--- config.mk ---
export PLATFORM = sky130hd
export DESIGN_NAME = frog_move_ctrl
export DESIGN_NICKNAME = d
export VERILOG_FILES = /design/src/rtl/frog_move_ctrl.sv
export SDC_FILE = /design/constraint.sdc
export NUM_CORES = 1
export LEC_CHECK = 0
export BUFFER_PORTS_ARGS = -buffer_cell sky130_fd_sc_hd__buf_2
export CELL_PAD_IN_SITES_DETAIL_PLACEMENT = 1
export CELL_PAD_IN_SITES_GLOBAL_PLACEMENT = 1
export CORE_MARGIN = 5
export CORE_UTILIZATION = 40
export DETAILED_ROUTE_END_ITERATION = 8
export PLACE_DENSITY = 0.75
export SLEW_MARGIN = 20
export SYNTH_ARGS = -nofsm -noshare
export SYNTH_HDL_FRONTEND = slang
export SYNTH_SLANG_ARGS = --single-unit
--- constraint.sdc ---
create_clock -name clk -period 7.65 [get_ports clk]
set_input_delay 0 -clock clk [delete_from_list [all_inputs] [get_ports clk]]
set_output_delay 0 -clock clk [all_outputs]
set_load 0.005 [all_outputs]
--- src/rtl/frog_move_ctrl.sv ---
// frog_move_ctrl: turns button presses into animated grid hops for the frog
// sprite. Position, facing and status outputs are registered and only move on
// frame_tick. Optional river drift is enabled with `define FROG_RIVER_DRIFT_EN.
module frog_move_ctrl #(
    parameter int unsigned STEP       = 32,
    parameter int unsigned HOP_FRAMES = 4,
    parameter int unsigned X_MIN      = 0,
    parameter int unsigned X_MAX      = 608,
    parameter int unsigned Y_MIN      = 0,
    parameter int unsigned Y_MAX      = 448,
    parameter int unsigned START_X    = 304,
    parameter int unsigned START_Y    = 448
) (
    input  logic              clk,
    input  logic              reset,
    input  logic              btn_up,
    input  logic              btn_down,
    input  logic              btn_left,
    input  logic              btn_right,
    input  logic              frame_tick,
    input  logic              respawn,
`ifdef FROG_RIVER_DRIFT_EN
    input  logic signed [3:0] drift_dx,
    output logic              edge_clamped,
`endif
    output logic [9:0]        frog_x,
    output logic [9:0]        frog_y,
    output logic [1:0]        facing,
    output logic              hopping,
    output logic              hop_done
);

    localparam int unsigned CW = $clog2(HOP_FRAMES) + 1;

    localparam logic signed [10:0] STEP_S = 11'(STEP);
    localparam logic signed [10:0] SUB_S  = 11'(STEP / HOP_FRAMES);
    localparam logic signed [10:0] XMIN_S = 11'(X_MIN);
    localparam logic signed [10:0] XMAX_S = 11'(X_MAX);
    localparam logic signed [10:0] YMIN_S = 11'(Y_MIN);
    localparam logic signed [10:0] YMAX_S = 11'(Y_MAX);

    typedef enum logic [1:0] {
        DIR_UP    = 2'd0,
        DIR_RIGHT = 2'd1,
        DIR_DOWN  = 2'd2,
        DIR_LEFT  = 2'd3
    } dir_t;

    typedef enum logic {
        IDLE,
        HOP
    } state_t;

    state_t          state;
    dir_t            hop_dir;
    dir_t            sel_dir;
    logic [CW-1:0]   frame_cnt;
    logic [3:0]      pending;

    // Buttons packed by direction code so pending[dir] lines up with facing.
    logic [3:0]      btn_raw;
    logic [3:0]      btn_s1;
    logic [3:0]      btn_s2;
    logic [3:0]      btn_d;
    logic [3:0]      btn_edge;

    logic signed [10:0] x_s;
    logic signed [10:0] y_s;
    logic signed [10:0] dx_s;
    logic signed [10:0] idle_x;
    logic signed [10:0] tgt_x;
    logic signed [10:0] tgt_y;
    logic signed [10:0] hop_x;
    logic signed [10:0] hop_y;
    logic               tgt_ok;
`ifdef FROG_RIVER_DRIFT_EN
    logic               idle_clamp;
    logic               hop_clamp;
`endif

    assign btn_raw = {btn_left, btn_down, btn_right, btn_up};
    assign x_s     = signed'({1'b0, frog_x});
    assign y_s     = signed'({1'b0, frog_y});

    // Two-flop synchronizer followed by a registered rising-edge detect.
    always_ff @(posedge clk or posedge reset) begin
        if (reset) begin
            btn_s1   <= '0;
            btn_s2   <= '0;
            btn_d    <= '0;
            btn_edge <= '0;
        end else begin
            btn_s1   <= btn_raw;
            btn_s2   <= btn_s1;
            btn_d    <= btn_s2;
            btn_edge <= btn_s2 & ~btn_d;
        end
    end

    // Direction priority, hop target / legality and per-frame step arithmetic.
    always_comb begin
        sel_dir = DIR_RIGHT;
        if (pending[DIR_UP])        sel_dir = DIR_UP;
        else if (pending[DIR_DOWN]) sel_dir = DIR_DOWN;
        else if (pending[DIR_LEFT]) sel_dir = DIR_LEFT;

`ifdef FROG_RIVER_DRIFT_EN
        dx_s = {{7{drift_dx[3]}}, drift_dx};
`else
        dx_s = '0;
`endif

        idle_x = x_s + dx_s;
`ifdef FROG_RIVER_DRIFT_EN
        idle_clamp = 1'b0;
        if (idle_x < XMIN_S) begin
            idle_x     = XMIN_S;
            idle_clamp = 1'b1;
        end else if (idle_x > XMAX_S) begin
            idle_x     = XMAX_S;
            idle_clamp = 1'b1;
        end
`endif

        tgt_x = idle_x;
        tgt_y = y_s;
        case (sel_dir)
            DIR_UP:    tgt_y = y_s - STEP_S;
            DIR_DOWN:  tgt_y = y_s + STEP_S;
            DIR_LEFT:  tgt_x = idle_x - STEP_S;
            default:   tgt_x = idle_x + STEP_S;
        endcase
        tgt_ok = (tgt_x >= XMIN_S) && (tgt_x <= XMAX_S) &&
                 (tgt_y >= YMIN_S) && (tgt_y <= YMAX_S);

        hop_x = x_s + dx_s;
        hop_y = y_s;
        case (hop_dir)
            DIR_UP:    hop_y = y_s - SUB_S;
            DIR_DOWN:  hop_y = y_s + SUB_S;
            DIR_LEFT:  hop_x = x_s + dx_s - SUB_S;
            default:   hop_x = x_s + dx_s + SUB_S;
        endcase
`ifdef FROG_RIVER_DRIFT_EN
        hop_clamp = 1'b0;
        if (hop_x < XMIN_S) begin
            hop_x     = XMIN_S;
            hop_clamp = 1'b1;
        end else if (hop_x > XMAX_S) begin
            hop_x     = XMAX_S;
            hop_clamp = 1'b1;
        end
`endif
    end

    // Motion FSM: press latching, hop start, per-frame stepping and respawn.
    always_ff @(posedge clk or posedge reset) begin
        if (reset) begin
            state     <= IDLE;
            hop_dir   <= DIR_UP;
            frame_cnt <= '0;
            pending   <= '0;
            frog_x    <= 10'(START_X);
            frog_y    <= 10'(START_Y);
            facing    <= DIR_UP;
            hopping   <= 1'b0;
            hop_done  <= 1'b0;
`ifdef FROG_RIVER_DRIFT_EN
            edge_clamped <= 1'b0;
`endif
        end else begin
            hop_done <= 1'b0;
`ifdef FROG_RIVER_DRIFT_EN
            edge_clamped <= 1'b0;
`endif
            if (respawn) begin
                state     <= IDLE;
                frame_cnt <= '0;
                pending   <= '0;
                frog_x    <= 10'(START_X);
                frog_y    <= 10'(START_Y);
                facing    <= DIR_UP;
                hopping   <= 1'b0;
            end else begin
                case (state)
                    IDLE: begin
                        if (frame_tick) begin
`ifdef FROG_RIVER_DRIFT_EN
                            frog_x       <= 10'(idle_x);
                            edge_clamped <= idle_clamp;
`endif
                            if (|pending) begin
                                // Edges landing on the selecting tick are dropped
                                // along with the losing latches.
                                pending <= '0;
                                facing  <= sel_dir;
                                if (tgt_ok) begin
                                    hop_dir   <= sel_dir;
                                    frame_cnt <= '0;
                                    hopping   <= 1'b1;
                                    state     <= HOP;
                                end
                            end else begin
                                pending <= btn_edge;
                            end
                        end else begin
                            pending <= pending | btn_edge;
                        end
                    end
                    HOP: begin
                        if (frame_tick) begin
                            frog_x <= 10'(hop_x);
                            frog_y <= 10'(hop_y);
`ifdef FROG_RIVER_DRIFT_EN
                            edge_clamped <= hop_clamp;
`endif
                            if (frame_cnt == CW'(HOP_FRAMES - 1)) begin
                                frame_cnt <= '0;
                                hopping   <= 1'b0;
                                hop_done  <= 1'b1;
                                state     <= IDLE;
                            end else begin
                                frame_cnt <= frame_cnt + CW'(1);
                            end
                        end
                    end
                    default: state <= IDLE;
                endcase
            end
        end
    end

endmodule

==> flow_metrics.py <==
metrics = {
    "status": {
        "status": "completed",
    },
    "die": {
        "core_area_um2": 6350,
        "rows": 29,
        "die_w_um": 90.8,
        "pin_count": 32,
        "die-area_um2": 8240,
        "start_util_pct": 41.1,
        "die_h_um": 90.8,
    },
    "grt": {
        "grt_start_max_net_pins": 45,
        "grt_usage_pct": 15.3,
        "grt_pass1_wl_um": 10400,
        "antenna_found_initial": 0,
        "grt_pass1_vias": 2123,
        "gr-total-overflow": 0,
    },
    "detailed_routing": {
        "drt-total-wl_um": 5930,
        "vias": 2034,
        "via_per_inst": 5.41,
        "drtAntennaViolNets": 0,
        "top_layer": "met4",
        "drc_errors": 0,
        "drtIter0Drc": 80,
        "wl_per_cell_um": 15.8,
        "firstDrtPassIters": 4,
        "wl_met1_um": 2690,
        "met3_wirelength_um": 198,
        "met2_length_um": 2990,
    },
    "logic_synthesis": {
        "synth_edf_count": 0,
        "synth.top_cell.area_share_pct": 36.5,
        "syn_area_um2": 2610,
        "synth_area_leaders": "dfrtp_1 36%, ha_1 7.7%, dfstp_2 6.0%",
        "syn_inst": 270,
        "yosysMostFrequentCell": "dfrtp_1",
        "synth_commonest_cells": "38 x dfrtp_1, 26 x nor2_1, 20 x a21oi_1",
        "ys_ff_latch": 44,
        "ys_warn_count": 0,
        "synth_area_leader_cell": "dfrtp_1",
        "avgSynthCellArea_um2": 9.66,
        "ys_seq_area_share_pct": 42.5,
        "async_reset_ff_share_pct": 100,
        "yosys_most_used_dff": "dfrtp_1",
        "synth_cell_types": 56,
    },
    "sta": {
        "slew_headroom_pct": 30.8,
        "setup_viol": 0,
        "period_minus_slack_ns": 3.36,
        "setup_tns_ns": 0,
        "finalClockSkew_ns": 0.00814,
        "drv_slew": 0,
        "rsz0062_at_grt": "false",
        "fmax_mhz": 298,
        "period_share_pct": 43.9,
        "hold_violations": 0,
        "worst_slew_pin_slew_ns": 1.02,
    },
    "cells_and_area": {
        "regArea_um2": 1110,
        "design_area_um2": 2940,
        "area_delta_synth_final_pct": 12.8,
        "drive_gt1_share_pct": 18.7,
        "fin_nets": 325,
        "fillers": 731,
        "layout.cells.non_filler": 376,
        "num_antenna_cells": 0,
        "fin_util_pct": 46.3,
        "multi_input_area_um2": 1370,
    },
    "place": {
        "gp_congestion": 0.809,
        "dp.final_hpwl_um": 4310,
        "placed_area_um2": 2770,
        "place_inst": 362,
        "portBuffers": 25,
    },
    "clocking": {
        "tritoncts": "yes",
        "post_cts_buffers": 0,
        "post_cts_resized": 0,
        "worstSkewPairLatency_ns": 0.31,
        "cts_sinks": 44,
        "cts_hold_buf": 6,
        "cts_buffers": 5,
        "htree_levels": 2,
        "clk_pin_slew_ns": 0.10,
        "cts_root_buf": "clkbuf_8",
        "ctsLongestPathBuffers": 2,
    },
    "worst_setup_path": {
        "start_kind": "register",
        "crit_required_ns": 7.84,
        "worst_path_largest_cell_delay_ns": 0.57,
        "crit_path_cell_trace": "nor3b_2 > xor2_1 > ha_1 > or4b_2 > a22oi_1 > o31ai_1 > a211oi_1 > a211oi_4 > nand2_2 > mux2_4",
        "crit_fanout": 14,
        "worstPathArrival_ns": 3.55,
        "cpMaxStageDelayCell": "or4b_2",
        "end_kind": "register",
        "critical_path_class": "reg2reg",
    },
    "hold_path": {
        "hold_class": "in2reg",
    },
    "power": {
        "power_leakage_nw": 1.34,
        "power_mw": 0.639,
        "ir_worst_vdd_mv": 0.114,
        "pwr_density_cell_nw_per_um2": 217,
    },
    "flow_run": {
        "maxCapViolations": 0,
    },
}
-- stage by stage --
step / hold slack, ns / setup WS, ns
finish: 0.137 / 4.29
global route: 0.159 / 4.06
CTS: 0.135 / 4.31
detailed placement: 0.110 / 4.32
global placement: 0.109 / 4.46
floorplan: 0.0314 / 4.72
-- flip-flops by register name, indices dropped and copies added, names as in the netlist --
name	flops
frog_x	7
hop_done	1
btn_s1	4
btn_d	4
state	1
hop_dir	2
pending	4
facing	2
btn_edge	4
frame_cnt	3
btn_s2	4
hopping	1
frog_y	7
-- worst max-delay path, delay by kind of cell, from the launching register on --
| family | cells | cell delay (ns) |
|---|---|---|
| AOI/OAI and AO/OA | 4 | 0.88 |
| xor gates and xnor gates | 1 | 0.12 |
| adders and majority gates | 1 | 0.29 |
| DFF | 1 | 0.54 |
| muxes | 1 | 0.30 |
| and+or+nand+nor | 3 | 1.11 |
-- final timing paths --
kind / slack [ns] / start / end / cells after the start
min: 0.14 / respawn / pending[2] / 2
max reg2reg: 4.29 / pending[0] / hop_dir[1] / 10
min in group asynchronous: 0.45 / reset / frame_cnt[2] / 3
min reg2reg: 0.35 / btn_s1[3] / btn_s2[3] / 0
max: 4.29 / pending[0] / hop_dir[1] / 10
max in group asynchronous: 6.62 / reset / frog_x[3] / 3
-- logic make-up after synthesis --
| group | Yosys count | synth area share (%) |
|---|---|---|
| adders and majority gates | 19 | 9.98 |
| buffers and inverters | 32 | 5.56 |
| other | 1 | 0.144 |
| DFF | 44 | 42.5 |
| xor gates and xnor gates | 10 | 3.36 |
| AOI/OAI and AO/OA | 73 | 18.6 |
| and+or+nand+nor | 87 | 18.1 |
| muxes | 4 | 1.77 |
-- cells in the final DEF (no fill, tap or decap), drive strengths merged, types with 2 or more instances in the layout --
master,count
clkbuf,5
ha,16
nor2,26
nor4,2
o22ai,2
nand3,5
inv,18
buf,25
or2,2
or4b,2
fa,3
xor2,6
a31oi,2
nor2b,13
a211oi,3
a22oi,6
a21o,5
dfrtp,38
and3,3
nor3,4
nand2b,6
or3,3
or4,4
dlygate4sd3,6
dfstp,6
o21ai,16
mux2,2
o31ai,3
conb,6
xnor2,4
a211o,3
o21a,3
nand2,14
mux2i,2
a21oi,20
o211ai,2
-- final cells by class --
class / instances / area share [%]
Clock inverter: 3 / 1.57
Timing Repair Buffer: 31 / 6.29
Clock buffer: 5 / 2.34
Inverter: 17 / 2.17
Tap cell: 77 / 3.27
Sequential cell: 44 / 37.7
Multi-Input combinational cell: 199 / 46.7
-- power by group --
group / internal, mW / leakage [nW] / total, mW / switching [mW]
clock network: 0.0985 / 0.0548 / 0.187 / 0.0885
registers: 0.252 / 0.554 / 0.274 / 0.0222
logic: 0.0786 / 0.735 / 0.179 / 0.100
total: 0.429 / 1.34 / 0.639 / 0.211
-- layer usage --
metal | track usage, % | vias up
met4 | 3.72 | 0
li1 | - | 999
met1 | 20.0 | 1004
met3 | 2.83 | 5
met2 | 26.0 | 26
met5 | 0 | -
(Power assumes the default switching activity.)
